## config.mk

```make
export PLATFORM = sky130hd
export DESIGN_NAME = shift_frame_receiver
export DESIGN_NICKNAME = d
export VERILOG_FILES = /design/src/rtl/shift_frame_receiver.sv
export SDC_FILE = /design/constraint.sdc
export NUM_CORES = 1
export LEC_CHECK = 0
export ABC_AREA = 1
export CORE_MARGIN = 4
export CORE_UTILIZATION = 45
export CTS_BUF_LIST = sky130_fd_sc_hd__clkbuf_4
export DETAILED_ROUTE_END_ITERATION = 6
export PLACE_DENSITY_LB_ADDON = 0.05
export SLEW_MARGIN = 20
export SYNTH_ARGS = -nofsm -noshare
export SYNTH_HDL_FRONTEND = slang
export SYNTH_SLANG_ARGS = --single-unit
```

## constraint.sdc

```tcl
create_clock -name clk -period 1.48 [get_ports clk]
set_input_delay 0.148 -clock clk [delete_from_list [all_inputs] [get_ports clk]]
set_output_delay 0.148 -clock clk [all_outputs]
set_load 0.01 [all_outputs]
```

## src/rtl/shift_frame_receiver.sv

```systemverilog
// Deserializer for one framed 4-bit word (start, 4 data, stop) with a valid strobe or framing-error pulse.
// Optional PWR_CNT_EN adds pwr_cnt, a saturating count of q rising bits reported to power-counter slot PwrC.
module shift_frame_receiver #(
  parameter int   PwrC       = 0,
  parameter logic STOP_LEVEL = 1'b1
) (
  input  logic        clk,
  input  logic        reset,
  input  logic        s_in,
  input  logic        s_valid,
  input  logic        dir,
  output logic [3:0]  q,
  output logic        q_valid,
  output logic        busy,
`ifdef PWR_CNT_EN
  output logic [15:0] pwr_cnt,
`endif
  output logic        frame_err
);

  typedef enum logic [1:0] {
    ST_IDLE = 2'd0,
    ST_DATA = 2'd1,
    ST_STOP = 2'd2
  } state_t;

  state_t      state_r, state_s;
  logic [1:0]  cnt_r, cnt_s;
  logic [3:0]  sh_r, sh_s;
  logic        dir_r, dir_s;
  logic [3:0]  q_r, q_s;
  logic        q_valid_r, q_valid_s;
  logic        frame_err_r, frame_err_s;
  logic        busy_r, busy_s;

  function automatic logic [2:0] popcount4(input logic [3:0] v);
    popcount4 = {2'b00, v[0]} + {2'b00, v[1]} + {2'b00, v[2]} + {2'b00, v[3]};
  endfunction

  // Slot indices are non-negative; reject a bad value when the design is built.
  if (PwrC < 0) begin : g_pwrc_check
    $error("PwrC must be non-negative");
  end

`ifdef PWR_CNT_EN
  logic [15:0] pwr_cnt_r, pwr_cnt_s;
  logic [16:0] pwr_sum_s;

  // Saturating accumulation of 0->1 transitions on q whenever q is reloaded.
  always_comb begin
    pwr_cnt_s = pwr_cnt_r;
    pwr_sum_s = {1'b0, pwr_cnt_r} + {14'd0, popcount4(~q_r & sh_r)};
    if (q_valid_s) begin
      if (pwr_sum_s[16]) begin
        pwr_cnt_s = 16'hFFFF;
      end else begin
        pwr_cnt_s = pwr_sum_s[15:0];
      end
    end else begin
      pwr_cnt_s = pwr_cnt_r;
    end
  end

  // Power counter register.
  always_ff @(posedge clk or posedge reset) begin
    if (reset) begin
      pwr_cnt_r <= 16'd0;
    end else begin
      pwr_cnt_r <= pwr_cnt_s;
    end
  end

  assign pwr_cnt = pwr_cnt_r;
`endif

  // Next-state and output decode; pulses default low so they last one cycle only.
  always_comb begin
    state_s     = state_r;
    cnt_s       = cnt_r;
    sh_s        = sh_r;
    dir_s       = dir_r;
    q_s         = q_r;
    q_valid_s   = 1'b0;
    frame_err_s = 1'b0;
    busy_s      = busy_r;
    case (state_r)
      ST_IDLE: begin
        if (s_valid && (s_in == 1'b0)) begin
          state_s = ST_DATA;
          dir_s   = dir;
          cnt_s   = 2'd0;
          sh_s    = 4'd0;
          busy_s  = 1'b1;
        end else begin
          state_s = ST_IDLE;
        end
      end
      ST_DATA: begin
        if (s_valid) begin
          // MSB-first shifts left; LSB-first shifts right so the first bit ends in bit 0.
          if (dir_r) begin
            sh_s = {sh_r[2:0], s_in};
          end else begin
            sh_s = {s_in, sh_r[3:1]};
          end
          cnt_s = cnt_r + 2'd1;
          if (cnt_r == 2'd3) begin
            state_s = ST_STOP;
          end else begin
            state_s = ST_DATA;
          end
        end else begin
          state_s = ST_DATA;
        end
      end
      ST_STOP: begin
        if (s_valid) begin
          state_s = ST_IDLE;
          busy_s  = 1'b0;
          if (s_in == STOP_LEVEL) begin
            q_s       = sh_r;
            q_valid_s = 1'b1;
          end else begin
            frame_err_s = 1'b1;
          end
        end else begin
          state_s = ST_STOP;
        end
      end
      default: begin
        state_s = ST_IDLE;
        busy_s  = 1'b0;
      end
    endcase
  end

  // State, datapath and registered outputs.
  always_ff @(posedge clk or posedge reset) begin
    if (reset) begin
      state_r     <= ST_IDLE;
      cnt_r       <= 2'd0;
      sh_r        <= 4'd0;
      dir_r       <= 1'b0;
      q_r         <= 4'd0;
      q_valid_r   <= 1'b0;
      frame_err_r <= 1'b0;
      busy_r      <= 1'b0;
    end else begin
      state_r     <= state_s;
      cnt_r       <= cnt_s;
      sh_r        <= sh_s;
      dir_r       <= dir_s;
      q_r         <= q_s;
      q_valid_r   <= q_valid_s;
      frame_err_r <= frame_err_s;
      busy_r      <= busy_s;
    end
  end

  assign q         = q_r;
  assign q_valid   = q_valid_r;
  assign frame_err = frame_err_r;
  assign busy      = busy_r;

endmodule

```

==> impl_metrics.toml, run 1 <==
[sta]
tightest_slew_ns = 0.250
slew_viol_final = 0
fin_crit_sh_pct = 88.2
period_minus_slack_ns = 1.31
grt_setup_unrepaired = "false"
slew-limit-headroom_pct = 83.3
whs_ns = 0.171
finalHoldViolCount = 0
fin_tns_setup_ns = 0
clock_skew_ns = 0.00467
setup_viol = 0
max_freq_mhz = 766
postLayoutSetupSlackWorst_ns = 0.174

[clock_network]
postCtsResizedCells = 0
cts_tree = "done"
post_cts_buffers = 0
htree_num_levels = 1
numCtsBuffers = 3
clockRootBuffer = "clkbuf_4"
clk_pin_slew_ns = 0.09
cts.sinks = 16
clk_path_buf_depth = 2
clk_latency_ns = 0.28
postCtsHoldBufs = 0

[critical_path]
cp_cell_sequence = "clkdlybuf4s50_1"
endpoint_kind = "output pin"
slowest_delay_ns = 0.53
worst_ep_arrival_time_ns = 1.16
cp_slowest_cell = "clkdlybuf4s50_1"
required_ns = 1.33
critPathTopFamily = "buffers and inverters"
reg2regPathDepth = 6
crit_type = "flip-flop to output pin"
reg2reg_setup_slack_ns = 0.41
cp_max_fo = 2
path_buf_inv = 1
crit_cells = 1
startpoint_type = "flip-flop"

[power_and_ir_drop]
power_leakage_uw = 0.000531
total_power_uw = 1540
p_seq_share_pct = 44.9
swShare_pct = 39.1
p_int_uw = 938
combPwrFrac_pct = 40.8
powerDensity_nw_per_um2 = 1560
switchingPower_uw = 602
ir_drop_mv = 0.857
power_frac_clock_pct = 14.2

[detailed_routing]
firstDrtPassIters = 4
wl_um = 1430
vias = 619
postRouteAntennaNets = 0
via_per_inst = 4.52
drc_errors = 0
drt_iter0_markers = 22
wl_per_cell_um = 10.4

[placement]
globalplace.congestion = 0.836
place_hpwl_um = 1090
pre_cts_ws_ns = 0.175
port_buffers = 11

[global_route]
track_usage_pct = 13.9
grt_pass1_vias = 586
grt-ovfl-total = 0
grt_max_degree = 17
grt_pass1_wl_um = 2590
antenna_found_initial = 0

[layout]
nNetsFinal = 120
mostFrequentLayoutCell = "nand2_1"
layout_common_cells = "nand2_1, dfrtp_1, clkdlybuf4s50_1, inv_1, nand3_1"
antenna_cells = 0
syn2layout_area_growth_pct = 20.5
layout-drive-gt1-share_pct = 17.0

[synth]
synthesis.instances = 97
ys_warn_count = 0
synth_area_sq_um = 820
synth_area_leaders = "dfrtp_1, nand2_1, nand3_1, nand3_4, inv_1"
synth_top_area_share_pct = 48.9
ys_ff_latch = 16
yosysTopAreaCell = "dfrtp_1"
synth-seq-area-share_pct = 48.9
netlist-cell-type-count = 21
syn_area_per_cell_sq_um = 8.45
syn_nets = 103

[floorplanning]
ioPinCount = 12
coreArea_sq_um = 1730
die_w_um = 50.7
die_y_um = 50.7
initial_utilization_pct = 47.5
die_area_sq_um = 2570
rows = 15

[run]
maxCapViolations = 0

[worst_hold_path]
hp-class = "primary input to async pin"

[status]
status = "finished, final reports clean"
==> routing by layer <==
| metal | GRT usage, % | routed length (um) |
|---|---|---|
| met1 | 18.1 | 725 |
| met2 | 20.4 | 619 |
| met3 | 3.86 | 51 |
| met4 | 8.07 | 28 |
| met5 | 0 | 0 |
==> synth_stat cells <==
cell type	instances
inv_4	1
nand3_1	7
ha_1	1
o21ai_0	1
buf_4	1
inv_2	4
nand2_2	1
inv_1	9
nor3_1	1
nand2_1	35
or2_0	1
dfrtp_1	16
nor2_1	4
nand2_4	2
nand3_4	2
a21oi_1	1
o22ai_1	1
nor2_4	2
nand4_1	5
buf_6	1
nor2_2	1
==> final timing paths <==
| kind | startpoint | to |
|---|---|---|
| setup / recovery | q[0] | q[0] |
| hold / removal | reset | frame_err |
| setup reg to reg | state_r[0] | q[2] |
| hold reg to reg | q[3] | q[3] |
| max in group asynchronous | reset | q[2] |
| min in group clk | dir | dir_r |
==> kinds of logic after synthesis <==
logic type      count (synthesis)  share of synthesized area, %
compound gates                  3                          1.98
flops                          16                          48.9
buf+inv                        16                          9.01
fa+ha+maj                       1                          1.53
simple gates                   61                          38.6
==> sequential cells by signal, indices dropped and copies added (netlist names) <==
signal	count
frame_err	1
q	4
busy	1
sh_r	4
q_valid	1
dir_r	1
state_r	2
cnt_r	2
==> power by group through the flow <==
| stage | logic, uW | clock network [uW] | registers, uW |
|---|---|---|---|
| final | 629 | 219 | 692 |
| after global routing | 719 | 251 | 714 |
| after CTS | 639 | 235 | 692 |
| after detailed placement | 636 | 0 | 701 |
| after global placement | 629 | 0 | 704 |
| after floorplan | 451 | 0 | 701 |
==> through the flow <==
step | utilization (%) | cell area [sq um] | cells
after global placement | 55.9 | 965 | 134
after detailed placement | 55.9 | 965 | 134
after global routing | 57.2 | 987 | 137
final | 57.2 | 987 | 137
after floorplan | - | 820 | 97
after CTS | 57.2 | 987 | 137
==> area by class of cell <==
class	instances	area, sq um
clock buffer	3	22.5
fill	175	739
inverter	14	55.1
multi-input combinational	65	345
sequential	16	400
tap	25	31.3
timing repair buffer	14	133
Note: power is estimated with default switching activity, not from simulation.
==> run 2: changes to the inputs <==
CELL_PAD_IN_SITES_DETAIL_PLACEMENT = 1   (was not set)
CELL_PAD_IN_SITES_GLOBAL_PLACEMENT = 1   (was not set)
CORE_UTILIZATION = 44   (was 45)
SLEW_MARGIN = not set   (was 20)
==> impl_metrics.toml, run 2 (synthesis results as in run 1) <==
[layout]
syn2layout_area_growth_pct = 20.9
mostFrequentLayoutCell = "nand2_1"
nNetsFinal = 120
fillers = 230
antenna_cells = 0
layout_common_cells = "nand2_1, dfrtp_1, clkdlybuf4s50_1, inv_1, nand3_1"
layout-drive-gt1-share_pct = 16.8

[global_route]
grt_pass1_wl_um = 3310
antenna_found_initial = 0
track_usage_pct = 17.7
grt_pass1_vias = 707
grt_max_degree = 17
grt-ovfl-total = 0

[sta]
fin_crit_sh_pct = 90.2
postLayoutSetupSlackWorst_ns = 0.146
finalHoldViolCount = 0
slew-limit-headroom_pct = 83.3
slew_viol_final = 0
clock_skew_ns = 0.000617
period_minus_slack_ns = 1.33
grt_setup_unrepaired = "false"
fin_tns_setup_ns = 0
max_freq_mhz = 749
tightest_slew_ns = 0.251
setup_viol = 0

[clock_network]
post_cts_buffers = 0
clk_path_buf_depth = 2
clockRootBuffer = "clkbuf_4"
postCtsResizedCells = 0
clk_pin_slew_ns = 0.10
postCtsHoldBufs = 0
cts.sinks = 16
clk_latency_ns = 0.29
cts_tree = "done"
numCtsBuffers = 3
htree_num_levels = 1

[critical_path]
path_buf_inv = 1
critPathTopFamily = "buffers and inverters"
cp_max_fo = 2
endpoint_kind = "output pin"
slowest_delay_ns = 0.54
cp_cell_sequence = "clkdlybuf4s50_1"
crit_type = "flip-flop to output pin"
startpoint_type = "flip-flop"
required_ns = 1.33
worst_ep_arrival_time_ns = 1.19
cp_slowest_cell = "clkdlybuf4s50_1"

[detailed_routing]
drc_errors = 0
drt-met1-wl_um = 896
postRouteAntennaNets = 0
met3_length_um = 56
firstDrtPassIters = 2
met2_length_um = 909
wl_um = 1890
route.top_layer_used = "met4"
vias = 673
drt_iter0_markers = 7
wl_per_cell_um = 13.7
via_per_inst = 4.88

[power_and_ir_drop]
power_leakage_uw = 0.000532
swShare_pct = 41.8
ir_drop_mv = 0.909
switchingPower_uw = 676
combPwrFrac_pct = 40.7
p_int_uw = 941
p_seq_share_pct = 44.2
power_frac_clock_pct = 15.0
powerDensity_nw_per_um2 = 1630

[placement]
place_hpwl_um = 1430
globalplace.congestion = 0.733
pre_cts_ws_ns = 0.150
port_buffers = 11

[status]
status = "finished, final reports clean"

[run]
maxCapViolations = 0

[floorplanning]
rows = 15
initial_utilization_pct = 47.0
die_area_sq_um = 2620
coreArea_sq_um = 1750
die_w_um = 51.2
ioPinCount = 12
die_y_um = 51.2

[worst_hold_path]
hp-class = "primary input to async pin"
run 2: worst paths after layout:
kind / from / to / cells past startpoint / slack, ns
max in group asynchronous: reset / sh_r[2] / 3 / 1.12
max: busy / busy / 1 / 0.15
min in group clk: dir / dir_r / 3 / 0.44
min reg2reg: q[2] / q[2] / 2 / 0.48
max reg2reg: state_r[0] / q[3] / 6 / 0.33
min: reset / frame_err / 3 / 0.18
run 2: cell type report:
cell class / count / area, sq um / share of cell area (%)
inverters: 14 / 55.1 / 5.56
flip-flops and latches: 16 / 400 / 40.4
repair buffers: 14 / 133 / 13.4
multi-input cells: 65 / 345 / 34.8
clock inverters: 1 / 3.75 / 0.379
clock buffers: 3 / 22.5 / 2.27
well taps: 25 / 31.3 / 3.16
run 2: layer usage:
layer | vias up | global-route usage [%]
met4 | 0 | 6.73
met2 | 13 | 29.2
met3 | 4 | 4.37
met1 | 319 | 22.1
li1 | 337 | -
met5 | - | 0
run 2: stage by stage:
step | instances | power [uW] | hold slack, ns | util (%) | cell area (sq um)
after floorplan | 97 | 1150 | 0.0617 | - | 820
after global placement | 134 | 1350 | 0.454 | 55.3 | 965
after detailed placement | 134 | 1380 | 0.458 | 55.3 | 965
after CTS | 138 | 1630 | 0.198 | 56.8 | 991
after global routing | 138 | 1770 | 0.209 | 56.8 | 991
final | 138 | 1620 | 0.181 | 56.8 | 991
run 2: power by group through the flow:
stage                     logic (uW)  registers (uW)  clock network (uW)
after floorplan                  451             701                   0
after global placement           629             716                   0
after detailed placement         657             724                   0
after CTS                        669             715                 244
after global routing             753             737                 278
final                            659             715                 243
